`src/rtl/ifm_buf_loader.sv`:
```
// Purpose : packs a 32-bit IFM beat stream into 128-bit buffer words and writes them tile by tile,
//           issuing buffer-switch / loop-end pulses and tracking filled ping-pong halves.
// Latency : word write one cycle after its 4th beat; switch pulse one cycle after the tile's last write.
// Backpressure: in_ready only in LOAD; LOAD is entered only while fewer than two halves are unreleased.
//
// Ports:
//   i_clk, i_rst_n                 clock, async active-low reset
//   i_start, i_cfg_tile_len/num    loop start pulse and its configuration (0 encodes the maximum)
//   i_in_data/i_in_valid/o_in_ready  input beat stream
//   i_buf_rd_done                  consumer released one full buffer
//   o_ifm_wr_en/addr, o_ifm_in     buffer word write port
//   o_buf_in_switch, o_loop_end    tile-end / loop-end pulses
//   o_busy                         loop in progress
module ifm_buf_loader #(
    parameter int IN_W   = 32,
    parameter int ADDR_W = 10
) (
    input  logic                i_clk,
    input  logic                i_rst_n,
    input  logic                i_start,
    input  logic [ADDR_W-1:0]   i_cfg_tile_len,
    input  logic [7:0]          i_cfg_tile_num,
    input  logic [IN_W-1:0]     i_in_data,
    input  logic                i_in_valid,
    output logic                o_in_ready,
    input  logic                i_buf_rd_done,
    output logic                o_ifm_wr_en,
    output logic [ADDR_W-1:0]   o_ifm_wr_addr,
    output logic [4*IN_W-1:0]   o_ifm_in,
    output logic                o_buf_in_switch,
    output logic                o_loop_end,
    output logic                o_busy
);

    localparam logic [2:0] S_IDLE     = 3'd0;
    localparam logic [2:0] S_WAIT_BUF = 3'd1;
    localparam logic [2:0] S_LOAD     = 3'd2;
    localparam logic [2:0] S_SWITCH   = 3'd3;
    localparam logic [2:0] S_DONE     = 3'd4;

    localparam logic [ADDR_W-1:0] ADDR_ONE = {{(ADDR_W-1){1'b0}}, 1'b1};
    localparam logic [7:0]        TILE_ONE = 8'd1;

    logic [2:0]          r_state;
    logic [ADDR_W-1:0]   r_tile_len;
    logic [7:0]          r_tile_num;
    logic [1:0]          r_beat_cnt;
    logic [ADDR_W-1:0]   r_word_cnt;
    logic [7:0]          r_tile_cnt;
    logic [1:0]          r_full_cnt;
    logic [3*IN_W-1:0]   r_pack;

    logic                r_wr_en;
    logic [ADDR_W-1:0]   r_wr_addr;
    logic [4*IN_W-1:0]   r_ifm_in;
    logic                r_buf_in_switch;
    logic                r_loop_end;
    logic                r_busy;

    logic                w_accept;
    logic                w_word_last;
    logic                w_tile_last;
    logic                w_full_inc;
    logic                w_full_dec;

    // A configured length of 0 encodes the maximum; subtracting one in the
    // native width wraps 0 to all-ones, so both encodings share one compare.
    assign w_accept    = i_in_valid && (r_state == S_LOAD);
    assign w_word_last = (r_word_cnt == (r_tile_len - ADDR_ONE));
    assign w_tile_last = (r_tile_cnt == (r_tile_num - TILE_ONE));

    // full_cnt moves on the same edge that raises buf_in_switch, so WAIT_BUF
    // already sees the new fill level in the cycle the pulse is visible.
    assign w_full_inc  = (r_state == S_SWITCH);
    assign w_full_dec  = i_buf_rd_done;

    always_ff @(posedge i_clk or negedge i_rst_n) begin
        if (!i_rst_n) begin
            r_state         <= S_IDLE;
            r_tile_len      <= '0;
            r_tile_num      <= '0;
            r_beat_cnt      <= '0;
            r_word_cnt      <= '0;
            r_tile_cnt      <= '0;
            r_pack          <= '0;
            r_wr_en         <= 1'b0;
            r_wr_addr       <= '0;
            r_ifm_in        <= '0;
            r_buf_in_switch <= 1'b0;
            r_loop_end      <= 1'b0;
            r_busy          <= 1'b0;
        end else begin
            r_wr_en         <= 1'b0;
            r_buf_in_switch <= 1'b0;
            r_loop_end      <= 1'b0;

            case (r_state)
                S_IDLE: begin
                    if (i_start) begin
                        r_tile_len <= i_cfg_tile_len;
                        r_tile_num <= i_cfg_tile_num;
                        r_beat_cnt <= '0;
                        r_word_cnt <= '0;
                        r_tile_cnt <= '0;
                        r_pack     <= '0;
                        r_busy     <= 1'b1;
                        r_state    <= S_WAIT_BUF;
                    end
                end

                S_WAIT_BUF: begin
                    if (r_full_cnt < 2'd2) begin
                        r_state <= S_LOAD;
                    end
                end

                S_LOAD: begin
                    if (w_accept) begin
                        if (r_beat_cnt == 2'd3) begin
                            // Last beat goes straight to the MSBs; earlier beats come from the pack.
                            r_wr_en    <= 1'b1;
                            r_ifm_in   <= {i_in_data, r_pack};
                            r_wr_addr  <= r_word_cnt;
                            r_beat_cnt <= '0;
                            r_word_cnt <= r_word_cnt + ADDR_ONE;
                            if (w_word_last) begin
                                r_state <= S_SWITCH;
                            end
                        end else begin
                            case (r_beat_cnt)
                                2'd0:    r_pack[0*IN_W +: IN_W] <= i_in_data;
                                2'd1:    r_pack[1*IN_W +: IN_W] <= i_in_data;
                                default: r_pack[2*IN_W +: IN_W] <= i_in_data;
                            endcase
                            r_beat_cnt <= r_beat_cnt + 2'd1;
                        end
                    end
                end

                S_SWITCH: begin
                    // The final tile raises both pulses so the fill count stays uniform;
                    // the downstream selector resolves loop_end first.
                    r_buf_in_switch <= 1'b1;
                    r_word_cnt      <= '0;
                    if (w_tile_last) begin
                        r_loop_end <= 1'b1;
                        r_state    <= S_DONE;
                    end else begin
                        r_tile_cnt <= r_tile_cnt + TILE_ONE;
                        r_state    <= S_WAIT_BUF;
                    end
                end

                S_DONE: begin
                    r_busy  <= 1'b0;
                    r_state <= S_IDLE;
                end

                default: begin
                    r_state <= S_IDLE;
                end
            endcase
        end
    end

    // Filled-half counter: a release with nothing filled is dropped, and a
    // fill coinciding with a release leaves the count unchanged.
    always_ff @(posedge i_clk or negedge i_rst_n) begin
        if (!i_rst_n) begin
            r_full_cnt <= '0;
        end else begin
            if (w_full_inc && !w_full_dec) begin
                if (r_full_cnt != 2'd2) begin
                    r_full_cnt <= r_full_cnt + 2'd1;
                end
            end else if (w_full_dec && !w_full_inc) begin
                if (r_full_cnt != 2'd0) begin
                    r_full_cnt <= r_full_cnt - 2'd1;
                end
            end
        end
    end

    assign o_in_ready      = (r_state == S_LOAD);
    assign o_ifm_wr_en     = r_wr_en;
    assign o_ifm_wr_addr   = r_wr_addr;
    assign o_ifm_in        = r_ifm_in;
    assign o_buf_in_switch = r_buf_in_switch;
    assign o_loop_end      = r_loop_end;
    assign o_busy          = r_busy;

endmodule

```
`config.mk`:
```
export PLATFORM = sky130hd
export DESIGN_NAME = ifm_buf_loader
export DESIGN_NICKNAME = d
export VERILOG_FILES = /design/src/rtl/ifm_buf_loader.sv
export SDC_FILE = /design/constraint.sdc
export NUM_CORES = 1
export LEC_CHECK = 0
export CAP_MARGIN = 10
export CORE_UTILIZATION = 25
export DETAILED_ROUTE_END_ITERATION = 6
export PLACE_DENSITY_LB_ADDON = 0.05
export SLEW_MARGIN = 20
export SYNTH_ARGS = -nofsm -noshare
export SYNTH_HDL_FRONTEND = slang
export SYNTH_SLANG_ARGS = --single-unit
```
`constraint.sdc`:
```
create_clock -name i_clk -period 6.5 [get_ports i_clk]
set_clock_uncertainty 0.05 [all_clocks]
set_input_delay 1.3 -clock i_clk [delete_from_list [all_inputs] [get_ports i_clk]]
set_output_delay 1.3 -clock i_clk [all_outputs]
set_load 0.02 [all_outputs]
```
==> results of run 1 <==
[power breakdown]
| part | switching (mW) | internal (mW) | leakage (nW) |
|---|---|---|---|
| Clock | 0.748 | 1.15 | 0.553 |
| Combinational | 1.05 | 0.719 | 2.38 |
| Sequential | 0.300 | 2.24 | 3.82 |
[layer usage]
metal	global-route usage [%]	up-vias	wire [um]
met5	0	-	0
met3	3.63	40	1700
met1	18.0	3699	13900
met4	4.68	0	599
li1	-	3605	-
met2	20.5	157	13400
[registers in the layout, indices dropped and copies added (netlist names)]
name	count
o_buf_in_switch	1
o_busy	1
o_ifm_in	128
o_ifm_wr_addr	10
o_ifm_wr_en	1
o_loop_end	1
r_beat_cnt	2
r_full_cnt	2
r_pack	96
r_state	3
r_tile_cnt	8
r_tile_len	10
r_tile_num	8
r_word_cnt	10
[cells by family after synthesis]
kind of cell             Yosys count
adder cells (fa/ha/maj)            8
flip-flops                       281
multiplexers                     142
buffers and inverters             64
AND/OR/NAND/NOR                  258
XOR/XNOR                          29
AO/OA/AOI/OAI                    151
[path summary, 6_finish.rpt]
path / startpoint / to / slack (ns) / cells after the start
min reg2reg: r_pack[50] / r_pack[50] / 0.42 / 2
min: r_pack[50] / r_pack[50] / 0.42 / 2
min in group asynchronous: i_rst_n / o_ifm_in[3] / 0.76 / 1
max in group asynchronous: i_rst_n / o_ifm_in[83] / 4.34 / 2
max: r_state[2] / o_in_ready / 2.40 / 5
max reg2reg: r_state[2] / o_ifm_in[56] / 3.40 / 6
[through the flow]
step,instance area [um^2],power [mW],util [%],instances,hold WS [ns]
6_report,15000,6.20,33.9,1746,0.420
3_3_place_gp,13900,4.38,31.4,1686,0.410
5_1_grt,15000,6.68,33.9,1746,0.442
4_1_cts,15000,6.38,33.9,1746,0.428
2_1_floorplan,11200,3.58,-,933,0.394
3_5_place_dp,13900,4.40,31.4,1686,0.415
[cells in the final DEF, fill, tap and decap left out, drive strengths merged, types with 3 or more instances in the layout]
| cell type | n |
|---|---|
| xnor2 | 12 |
| o21ai | 111 |
| mux2i | 4 |
| nand3 | 10 |
| nor2b | 3 |
| xor2 | 17 |
| nor4 | 4 |
| nor3 | 11 |
| a21o | 4 |
| and3 | 3 |
| nand2 | 184 |
| ha | 8 |
| o31ai | 6 |
| a21oi | 11 |
| or4 | 5 |
| o211ai | 4 |
| inv | 16 |
| dfrtp | 281 |
| clkdlybuf4s50 | 196 |
| clkinv | 4 |
| nand4 | 10 |
| nor2 | 19 |
| mux2 | 138 |
| clkbuf | 55 |
| buf | 13 |
[final cells by class]
cell class                      count  area, um^2
Multi-Input combinational cell    588        3960
Fill cell                        4471       29200
Tap cell                          592         741
Clock buffer                       55        1090
Timing Repair Buffer              209        2080
Inverter                           16        60.1
Clock inverter                      5        27.5
Sequential cell                   281        7030
[critical path, stage by stage, from the launching register on]
cell and delay [ns]:
dfrtp_1 0.52, nor2_1 0.14, nand2_1 0.24, inv_2 0.18, buf_4 0.42, clkdlybuf4s50_1 0.70
==> out/qor.yml, run 1 <==
status: "finished, final reports clean"
ir_drop_uv: 179
cts_resized: 0
dp_hpwl_mm: 18.7
synth.avg_cell_area_um2: 12.0
place.gp.congestion: 0.713
timing.final.ws_setup_ns: 2.40
hp-class: "flop to flop"
syn_nets: 996
synthTopCellsByCount: "281 x dfrtp_1, 184 x nand2_1, 138 x mux2_2"
die-area_um2: 45600
fin_crit_ns: 4.10
synth_top_family_by_area: "multiplexers"
portBuffers: 197
setup-tns-final_ns: 0
final_hold_viol_count: 0
grt_setup_unrepaired: "no"
vias_per_cell: 4.30
muxShareOfSynthArea_pct: 14.2
synthAdderAreaFrac_pct: 0.894
p_leak_nw: 6.75
grt_max_degree: 143
clockBufferDepth: 3
synth.most_common_cell: "dfrtp_1"
synth_top_area_share_pct: 62.8
antenna_found_initial: 0
drive_above_1_share_pct: 18.6
synth_edf_count: 0
cp-end-kind: "output port"
synth-simple-area-share_pct: 9.91
synthXorXnorAreaFrac_pct: 2.27
setup_viol: 0
clkTransAtPathRegs_ns: 0.06
netlist_top_cells_area: "dfrtp_1 63%, mux2_2 14%, nand2_1 6.2%"
syn_to_final_growth_pct: 33.8
synth_cell_types: 48
nets: 1195
io_pins: 198
cts_setup_buffers: 0
grt_pass1_wl_mm: 46.4
wl_per_cell_um: 16.9
fmax_mhz: 244
grt_util_all_layers_pct: 13.3
cts_tree: "yes"
cts.sinks: 281
clock_latency_ns: 0.52
async_flop_share_pct: 100
initial_core_util_pct: 25.3
drv_slew: 0
cp_data_required_time_ns: 5.15
drt_wl_total_mm: 29.6
pre_cts_ws_ns: 2.53
num_vias: 7501
clock-root-buffer: "clkbuf_16"
max-cap-violations: 0
worstMarginPinSlew_ns: 0.982
n_antenna_cell: 0
synth_cells: 933
yosys_most_used_dff: "dfrtp_1"
num_rows: 77
ant_nets: 0
max-slew-margin-rel_pct: 34.5
synth_top_cell_by_area: "dfrtp_1"
yosysSeqAreaShare_pct: 62.8
power_density_nw_per_um2: 414
first_iter_violations: 282
synth_area_um2: 11200
fp.dieW_um: 214
grt_pass1_vias: 7732
ys_warn_count: 0
fin_crit_sh_pct: 63.1
crit_fanout: 30
die_h_um: 214
synth_compound_area_share_pct: 7.62
crit_arrival_ns: 2.75
critPathKind: "flop to output port"
core_um2: 44200
grt-ovfl-total: 0
cts_hold_buf: 0
cts_inserted_buffers: 36
htree_levels: 2
drc: 0
synth_seq_cells: 281
start_kind: "flop"
firstDrtPassIters: 6
No activity file was read; power rests on OpenSTA's default activity.
==> run 2: changes to the inputs <==
Clock period 6.5 ns to 3.65 ns, I/O delays scaled along.
==> run 2 against run 1 <==
  * Non-clock buffer count rose by 8
  * Design area rose by 1.0%
  * Final cell count rose by 0.57%
  * Sequential share of layout area fell by 0.48 points
  * Hold slack got worse by 0.28 ns
  * Sequential power rose by 79%
  * Via count fell by 0.43%
  * Highest routed layer unchanged
==> out/qor.yml, run 2 (same netlist as run 1, synthesis figures left out) <==
placed_area_um2: 14000
max-slew-margin-rel_pct: 37.6
setup.worst_path.start: "r_state[2]"
fmax_mhz: 315
status: "finished, final reports clean"
first_iter_violations: 325
wl_per_cell_um: 17.0
vias_per_cell: 4.25
cp_data_required_time_ns: 2.87
cts_hold_buf: 0
ant_nets: 0
timing.final.ws_setup_ns: 0.472
portBuffers: 197
fp.dieW_um: 214
finish.instance_area_um2: 15100
num_vias: 7469
clock-root-buffer: "clkbuf_16"
die-area_um2: 45600
max-cap-violations: 0
clock_latency_ns: 0.53
hp-class: "input port to async pin"
utilization_pct: 34.2
timing.rr.start: "r_tile_num[0]"
core_um2: 44200
largest_register_ffs: 128
num_rows: 77
grt_pass1_wl_mm: 46.8
final_common_cell: "dfrtp_1"
clockBufferDepth: 3
drive_above_1_share_pct: 19.3
syn_to_final_growth_pct: 35.2
grt_pass1_vias: 7775
fin_crit_sh_pct: 87.1
fin_cells: 1756
fin_crit_ns: 3.18
setup_viol: 0
grt_max_degree: 86
cts_setup_buffers: 0
io_pins: 198
final_cell_mix: "281 x dfrtp_1, 196 x clkdlybuf4s50_1, 184 x nand2_1"
cp-end-kind: "output port"
start_kind: "flop"
nets: 1203
hold_ws_ns: 0.140
drc: 0
cts.sinks: 281
drt_wl_total_mm: 29.9
htree_levels: 2
cts_resized: 0
clkTransAtPathRegs_ns: 0.05
power_mw: 11.2
drv_slew: 0
die_h_um: 214
placed_cells: 1694
firstDrtPassIters: 4
pre_cts_ws_ns: 0.842
final_hold_viol_count: 0
grt_util_all_layers_pct: 13.6
grt-ovfl-total: 0
rrSetupSlack_ns: 0.93
worstMarginPinSlew_ns: 0.932
p_leak_nw: 6.83
antenna_found_initial: 0
cts_tree: "yes"
power_density_nw_per_um2: 738
setup-tns-final_ns: 0
crit_fanout: 13
crit_arrival_ns: 2.40
worstRegToRegCells: 9
grt_setup_unrepaired: "no"
ir_drop_uv: 270
dp_hpwl_mm: 19.7
initial_core_util_pct: 25.3
critPathKind: "flop to output port"
place.gp.congestion: 0.716
reg2reg_to: "r_tile_cnt[5]"
cts_inserted_buffers: 36
run 2: cell types whose count changed in the layout (fill, tap and decap cells not counted), sizes merged:
cell,previous run,this run
buf,13,21
clkbuf,55,53
clkinv,4,8
clkinvlp,1,0
diode,0,1
run 2: final cells by class:
| cell class | count | area [um^2] |
|---|---|---|
| clock buffers | 53 | 1090 |
| well taps | 592 | 741 |
| multi-input cells | 588 | 3950 |
| repair buffers | 217 | 2230 |
| inverters | 16 | 60.1 |
| diodes | 1 | 2.50 |
| fillers | 4432 | 29100 |
| clock inverters | 8 | 43.8 |
| flip-flops and latches | 281 | 7030 |
run 2: how the worst max path moves through the flow:
stage	end	slack [ns]	depth (start not counted)
5_1_grt	o_in_ready	0.31	4
6_report	o_in_ready	0.47	4
2_1_floorplan	r_state[0]	1.28	8
4_1_cts	o_in_ready	0.39	4
3_3_place_gp	o_ifm_in[10]	0.84	4
3_5_place_dp	o_ifm_in[45]	0.84	4
run 2: critical path, stage by stage (launching register included):
cell and delay [ns]:
dfrtp_1 0.52, nor2_1 0.14, nand2_1 0.26, inv_2 0.19
clkdlybuf4s50_1 0.74
run 2: metal layers:
metal / wire (um) / track usage, % / part of all wire [%] / vias up
met1: 14200 / 18.7 / 47 / 3655
li1: - / - / - / 3627
met5: 0 / 0 / 0 / -
met4: 609 / 4.88 / 2.0 / 0
met2: 13500 / 20.6 / 45 / 152
met3: 1630 / 3.37 / 5.4 / 35
run 2: power breakdown:
group	switching (mW)	total (mW)	leakage, nW	internal (mW)
registers	0.558	4.54	3.82	3.98
logic	1.90	3.25	2.45	1.35
clock network	1.34	3.39	0.566	2.05
